## config.mk

```make
export PLATFORM = sky130hd
export DESIGN_NAME = mul_sequencer
export DESIGN_NICKNAME = d
export VERILOG_FILES = /design/src/rtl/mul_sequencer.sv
export SDC_FILE = /design/constraint.sdc
export NUM_CORES = 1
export LEC_CHECK = 0
export CAP_MARGIN = 20
export CORE_MARGIN = 5
export CORE_UTILIZATION = 41
export DETAILED_ROUTE_END_ITERATION = 16
export PLACE_DENSITY = 0.73
export SLEW_MARGIN = 20
export SYNTH_ARGS = -nofsm -noshare
export SYNTH_HDL_FRONTEND = slang
export SYNTH_SLANG_ARGS = --single-unit
```

## constraint.sdc

```tcl
create_clock -name clk -period 3.8 [get_ports clk]
set_input_delay 0.76 -clock clk [delete_from_list [all_inputs] [get_ports clk]]
set_output_delay 0.76 -clock clk [all_outputs]
set_load 0.01 [all_outputs]
```

## src/rtl/mul_sequencer.sv

```systemverilog
// mul_sequencer
//   Issue/writeback controller for the NEANDER-X MUL instruction. Sits between
//   the CPU control unit and the 16-cycle shift-and-add sequential_multiplier:
//   latches the operands (as magnitudes for signed operations), launches the
//   multiplier, waits for its done pulse, restores the sign and presents the
//   32-bit product with Z/N/V flags while stalling the CPU.
//
// Optional feature: define SIGNED_MUL_EN to build the signed path (operand
//   magnitude conversion, product negation and the signed overflow rule).
//   Without it signed_op is ignored and every operation is unsigned; FIXUP
//   remains as a pass-through state so the latency does not change.
//
// Parameters
//   WDOG_CYCLES   WAIT-state cycles allowed before the watchdog aborts
// Ports
//   clk, reset          clock; asynchronous active-high reset
//   req                 multiply request, sampled only in IDLE
//   signed_op           1 = two's-complement operands
//   op_a, op_b          multiplicand (AC) / multiplier (memory operand)
//   busy                stall to the control unit (state != IDLE)
//   result_valid        one-cycle pulse in WRITE
//   ac_out, y_out       product bits 15:0 / 31:16 (held between operations)
//   flag_z/n/v          zero, negative, does-not-fit-in-16-bits
//   err                 watchdog abort, sticky until the next accepted req
//   mul_start           one-cycle start pulse to the multiplier
//   mul_a, mul_b        operands to the multiplier, stable LAUNCH..WAIT
//   mul_done            done pulse from the multiplier
//   mul_lo, mul_hi      multiplier product low/high words
module mul_sequencer #(
  parameter int WDOG_CYCLES = 32
) (
  input  logic        clk,
  input  logic        reset,
  input  logic        req,
  input  logic        signed_op,
  input  logic [15:0] op_a,
  input  logic [15:0] op_b,
  output logic        busy,
  output logic        result_valid,
  output logic [15:0] ac_out,
  output logic [15:0] y_out,
  output logic        flag_z,
  output logic        flag_n,
  output logic        flag_v,
  output logic        err,
  output logic        mul_start,
  output logic [15:0] mul_a,
  output logic [15:0] mul_b,
  input  logic        mul_done,
  input  logic [15:0] mul_lo,
  input  logic [15:0] mul_hi
);

  localparam int WDW = $clog2(WDOG_CYCLES + 1);

  typedef enum logic [2:0] {
    S_IDLE,
    S_LAUNCH,
    S_WAIT,
    S_FIXUP,
    S_WRITE
  } state_e;

  state_e      state_q, state_d;
  logic [WDW-1:0] wdog_q, wdog_d;
  logic [15:0] mag_a_q, mag_a_d;
  logic [15:0] mag_b_q, mag_b_d;
  logic        neg_q, neg_d;
  logic [31:0] prod_q, prod_d;
  logic [15:0] ac_q, ac_d;
  logic [15:0] y_q, y_d;
  logic        z_q, z_d;
  logic        n_q, n_d;
  logic        v_q, v_d;
  logic        err_q, err_d;

  // Operand conditioning at request time.
  logic [15:0] in_mag_a, in_mag_b;
  logic        in_neg;
  logic        v_rule;

`ifdef SIGNED_MUL_EN
  logic sgn_q, sgn_d;

  // |0x8000| wraps back to 0x8000, which is the correct unsigned magnitude.
  assign in_mag_a = (signed_op && op_a[15]) ? (~op_a + 16'd1) : op_a;
  assign in_mag_b = (signed_op && op_b[15]) ? (~op_b + 16'd1) : op_b;
  assign in_neg   = signed_op & (op_a[15] ^ op_b[15]);
  // Signed result fits in 16 bits only if the high word is the sign extension.
  assign v_rule   = sgn_q ? (prod_q[31:16] != {16{prod_q[15]}})
                          : (prod_q[31:16] != 16'd0);
`else
  logic unused_signed_op;

  assign unused_signed_op = signed_op;
  assign in_mag_a = op_a;
  assign in_mag_b = op_b;
  assign in_neg   = 1'b0;
  assign v_rule   = (prod_q[31:16] != 16'd0);
`endif

  // NOTE: every variable gets a default before the case so no path leaves it
  // unassigned; otherwise synthesis infers a latch to hold the old value.
  always_comb begin
    state_d = state_q;
    wdog_d  = wdog_q;
    mag_a_d = mag_a_q;
    mag_b_d = mag_b_q;
    neg_d   = neg_q;
    prod_d  = prod_q;
    ac_d    = ac_q;
    y_d     = y_q;
    z_d     = z_q;
    n_d     = n_q;
    v_d     = v_q;
    err_d   = err_q;
`ifdef SIGNED_MUL_EN
    sgn_d   = sgn_q;
`endif

    case (state_q)
      S_IDLE: begin
        if (req) begin
          state_d = S_LAUNCH;
          mag_a_d = in_mag_a;
          mag_b_d = in_mag_b;
          neg_d   = in_neg;
          err_d   = 1'b0;
          wdog_d  = '0;
`ifdef SIGNED_MUL_EN
          sgn_d   = signed_op;
`endif
        end
      end
      S_LAUNCH: begin
        state_d = S_WAIT;
        wdog_d  = '0;
      end
      S_WAIT: begin
        // A done pulse on the last allowed cycle still wins over the abort.
        if (mul_done) begin
          prod_d  = {mul_hi, mul_lo};
          state_d = S_FIXUP;
          wdog_d  = '0;
        end else if (wdog_q == WDW'(WDOG_CYCLES - 1)) begin
          err_d   = 1'b1;
          state_d = S_IDLE;
          wdog_d  = '0;
        end else begin
          wdog_d  = wdog_q + WDW'(1);
        end
      end
      S_FIXUP: begin
`ifdef SIGNED_MUL_EN
        if (neg_q) prod_d = ~prod_q + 32'd1;
`endif
        state_d = S_WRITE;
      end
      S_WRITE: begin
        ac_d    = prod_q[15:0];
        y_d     = prod_q[31:16];
        z_d     = (prod_q == 32'd0);
        n_d     = prod_q[31];
        v_d     = v_rule;
        state_d = S_IDLE;
      end
      default: state_d = S_IDLE;
    endcase
  end

  // NOTE: sequential state uses non-blocking assignments so every register
  // samples the pre-edge values, independent of statement order.
  always_ff @(posedge clk or posedge reset) begin
    if (reset) begin
      state_q <= S_IDLE;
      wdog_q  <= '0;
      mag_a_q <= '0;
      mag_b_q <= '0;
      neg_q   <= 1'b0;
      prod_q  <= '0;
      ac_q    <= '0;
      y_q     <= '0;
      z_q     <= 1'b0;
      n_q     <= 1'b0;
      v_q     <= 1'b0;
      err_q   <= 1'b0;
`ifdef SIGNED_MUL_EN
      sgn_q   <= 1'b0;
`endif
    end else begin
      state_q <= state_d;
      wdog_q  <= wdog_d;
      mag_a_q <= mag_a_d;
      mag_b_q <= mag_b_d;
      neg_q   <= neg_d;
      prod_q  <= prod_d;
      ac_q    <= ac_d;
      y_q     <= y_d;
      z_q     <= z_d;
      n_q     <= n_d;
      v_q     <= v_d;
      err_q   <= err_d;
`ifdef SIGNED_MUL_EN
      sgn_q   <= sgn_d;
`endif
    end
  end

  assign busy         = (state_q != S_IDLE);
  assign result_valid = (state_q == S_WRITE);
  assign mul_start    = (state_q == S_LAUNCH);
  assign mul_a        = mag_a_q;
  assign mul_b        = mag_b_q;
  assign ac_out       = ac_q;
  assign y_out        = y_q;
  assign flag_z       = z_q;
  assign flag_n       = n_q;
  assign flag_v       = v_q;
  assign err          = err_q;

endmodule

```

# Yosys cells after proc, flatten, opt, wreduce, memory -nomap -nowiden
# Cells that the tools add are included.
dict set report word_totals {
  regBits 109
  in_bits 69
}
dict set report classes {
  muxes 12
  n_reduce_logical 11
  n_addsub 1
  n_eq_ne 9
}
# cell n
set ops {}
lappend ops {{zero test 32 bit} 1}
lappend ops {{2-to-1 mux 6 bit} 3}
lappend ops {{one-hot mux 6 bit (3 select lines)} 1}
lappend ops {{nonzero test 16 bit} 1}
lappend ops {{one-hot mux 3 bit (4 select lines)} 1}
lappend ops {{2-to-1 mux 3 bit} 3}
lappend ops {{AND reduction 2 bit} 4}
lappend ops {{adder 6 x 1 -> 6 bit (second input constant)} 1}
lappend ops {{equality test 3 x 2 -> 1 bit (second input constant)} 2}
lappend ops {{equality test 6 x 5 -> 1 bit (second input constant)} 1}
lappend ops {{!= test 2 bit (second input constant)} 3}
lappend ops {{nonzero test 3 bit} 2}
lappend ops {{AND reduction 4 bit} 1}
lappend ops {{equality test 3 x 1 -> 1 bit (second input constant)} 1}
lappend ops {{equality test 3 bit (second input constant)} 1}
lappend ops {{zero test 3 bit} 1}
lappend ops {{2-to-1 mux 1 bit} 3}
lappend ops {{!= test 3 bit (second input constant)} 1}
lappend ops {{one-hot mux 1 bit (2 select lines)} 1}
lappend ops {{nonzero test 2 bit} 1}

# Logic depth before layout (Yosys ltp)
dict set report depth {
  ltp_word 4
  depth_mapped 5
  ltp_nobuf 5
}

# Least setup slack after synthesis
# No wires, ideal clock.
dict set report synth_timing {
  path_type {register -> output}
  start {register state_q[0]}
  end {output port result_valid}
  arrival_time_ns 1.088
  stages_incl_launch_ff 4
  path_slack_ns 1.952
  required_ns 3.040
  cell_sequence {dfrtp_1 -> buf_6 -> nor3b_4 -> buf_2}
}
dict set report synth_between {
  elab_chain_len 1
}
# item line_no
set synth_lines {}
lappend synth_lines {{from (decl)} 64} ;# state_e state_q, state_d;
lappend synth_lines {{from (signal assigned)} 191} ;# state_q <= state_d;
lappend synth_lines {{equality test 3 bit} 210} ;# assign result_valid = (state_q == S_WRITE);
lappend synth_lines {{to (decl)} 39} ;# output logic result_valid,
# No other way between the ends.

# Worst setup path after layout
dict set report layout_timing {
  start {register state_q[0]}
  end {output port busy}
}
dict set report layout_between {
  elab_chain_len 1
}
# item line_no
set layout_lines {}
lappend layout_lines {{nonzero test 3 bit} 209} ;# assign busy = (state_q != S_IDLE);
lappend layout_lines {{to (decl)} 38} ;# output logic busy,
# No other way between the ends.

==> out/results.ini <==
[synth]
syn-num-nets=345
seq_area_frac_synth_pct=62.83
yosysWarnings=0
ys_types=36
ys_ff_latch=108
post_synth.cell_area_avg_sq_um=15.64
syn_inst=275
ys_async_sr_fraction_pct=100.0
synthFlopType=dfrtp_1
netlist_area_sq_um=4302
synth_edf_count=0

[floorplanning]
die-area_sq_um=12640
die_h_microns=112.4
die_w_microns=112.4
start_util_pct=41.86
io_pins=140
core_sq_um=10280
row_count=37

[routing]
wl_per_cell_microns=16.76
met1Wirelength_microns=4148
ant_nets=0
drt_iter0_drc=76
wl_met3_microns=675
via_per_inst=4.968
dr_wl_met2_microns=4346
remaining_drc_errors=0
firstDrtPassIters=4
routed_wl_microns=9301
via_count=2757
top_layer_used=met4

[global_route]
grt_pass1_wl_microns=15150
track_usage_pct=14.97
grt_max_degree=67
grt_overflow=0
antenna_found_initial=0
grt_pass1_vias=2977

[run_status]
status=finished clean

[clock_tree]
cts_buffer_depth=2
clk_pin_slew_ns=0.11
cts_resized=0
cts_root_buf=clkbuf_8
post-cts-setup-buffer-count=0
cts_buffers=9
cts.sinks=108
cts_tree=done
hold_buffers=0
cts_max_level=3
insertion_delay_ns=0.36

[place]
place_area_sq_um=5798
io_buffers=138
place_congestion=0.7484
post-place-ws_ns=1.118
dp_hpwl_microns=6676

[finish]
drive_gt1_share_pct=28.64
stdcell_area_sq_um=5982
fin_nets=484
antenna_cells=0
areaGrowthSynthToFinish_pct=39.06
final_util_pct=58.21

[sta]
fin_crit_sh_pct=70.04
finalSetupViolations=0
skew_ns=0.02122
timing.slew.headroom_pct=40.23
hold_viol_final=0
period_needed_ns=2.661
drv_slew=0
setup_ws_ns=1.139
fmax_mhz=375.8
setup_tns_ns=0
tightest_slew_ns=0.8944
rsz0062_at_grt=false

[setup_path]
crit_path_max_fanout=10
crit_required_ns=3.04
r2r-end=mul_b[8]
worstRegToRegCells=3
r2r_setup_slack_ns=1.52
cp.arrival_ns=1.90
critPathCaptureType=output port
path_class=reg2out
worstSetupStartpointType=flop
critPathLaunch=state_q[0]
r2r_start=state_q[0]

[power]
p_clk_share_pct=14.0
internal_power_w=0.003211
swShare_pct=30.88
pwr-share-comb_pct=41.9
seqPwrFrac_pct=44.1
p_sw_w=0.001435
ir_drop_mv=0.3360
powerDensity_nw_per_um2=776.7
p_leak_nw=2.452
total_power_w=0.004646

[hold_path]
min_to=mul_a[5]
hp-start=mul_a[5]
hold_depth=1
min_path_type=reg2reg

[run]
max_cap_violations=0

-- synth_stat cells, types with 2 or more instances --
cell | n | area share (%)
nand3_1 | 2 | 0.23
o21ai_0 | 3 | 0.35
nand2b_1 | 2 | 0.29
a22o_1 | 2 | 0.41
nor2_1 | 3 | 0.26
mux2_2 | 93 | 24
nand2_1 | 5 | 0.44
buf_2 | 7 | 0.81
mux2_1 | 6 | 1.6
inv_1 | 3 | 0.26
nand4_1 | 2 | 0.29
nor4_1 | 8 | 1.2
a21oi_1 | 3 | 0.35
buf_6 | 5 | 1.3
dfrtp_1 | 108 | 63
a21o_1 | 2 | 0.35
a211oi_1 | 2 | 0.35
-- sequential cells by signal (all words and copies together) (netlist names) --
register	flops
mul_a	16
flag_z	1
mul_b	16
prod_q	32
state_q	3
flag_v	1
err	1
ac_out	16
wdog_q	6
y_out	16
-- how the worst max path moves through the flow --
stage                           end  slack, ns  cells past startpoint
final                          busy       1.14                      2
after global routing           busy       1.04                      2
after CTS                      busy       1.11                      2
after detailed placement   mul_a[7]       1.12                      4
after global placement     mul_a[3]       1.14                      4
after floorplan           ac_out[0]       0.19                      1
-- logic make-up (layout without fill, tap and decap cells) --
family | count (synthesis) | after routing | share of synthesized area (%)
flops | 108 | 108 | 62.83
xor+xnor | 1 | 1 | 0.2036
mux | 99 | 99 | 25.92
fa+ha+maj | 1 | 1 | 0.2908
simple gates | 35 | 35 | 5.643
compound gates | 15 | 15 | 2.559
buf+inv | 16 | 160 | 2.559
-- critical path, stage by stage, from the launching register on --
cell and delay (ns):
dfrtp_1 0.57, or3_4 0.46, clkdlybuf4s50_1 0.51
-- per-stage QoR --
stage | hold slack, ns | instances
after floorplan | 0.4754 | 275
after global placement | 0.4661 | 539
after detailed placement | 0.4748 | 539
after CTS | 0.4977 | 555
after global routing | 0.5014 | 555
final | 0.4939 | 555
-- layout by cell type (no fill, tap or decap), types with 3 or more instances in the layout --
cell	count
mux2_1	6
o21ai_0	3
dfrtp_1	108
clkbuf_8	10
nor2_1	3
a21oi_1	3
mux2_2	93
nor4_1	8
nand2_1	5
inv_6	3
clkdlybuf4s50_1	138
-- per-layer routing --
| layer | up-vias | track usage, % |
|---|---|---|
| met5 | - | 0 |
| met4 | 0 | 4.888 |
| met3 | 11 | 4.420 |
| met2 | 105 | 23.96 |
| met1 | 1376 | 19.64 |
| li1 | 1265 | - |
-- power by group through the flow --
stage / clock, W / sequential (W) / combinational [W]
4_1_cts: 0.000683 / 0.00206 / 0.00199
3_5_place_dp: 0 / 0.00209 / 0.00198
5_1_grt: 0.000738 / 0.00213 / 0.00209
3_3_place_gp: 0 / 0.00205 / 0.00194
6_report: 0.000650 / 0.00205 / 0.00195
2_1_floorplan: 0 / 0.00214 / 0.000928
-- area by class of cell --
type / count / area [sq um]
tap: 136 / 170.2
inverter: 3 / 13.76
clock buffer: 11 / 141.4
timing repair buffer: 141 / 1416
multi-input combinational: 151 / 1495
sequential: 108 / 2703
fill: 868 / 4295
clock inverter: 5 / 42.54
No activity file was read; power rests on OpenSTA's default activity.
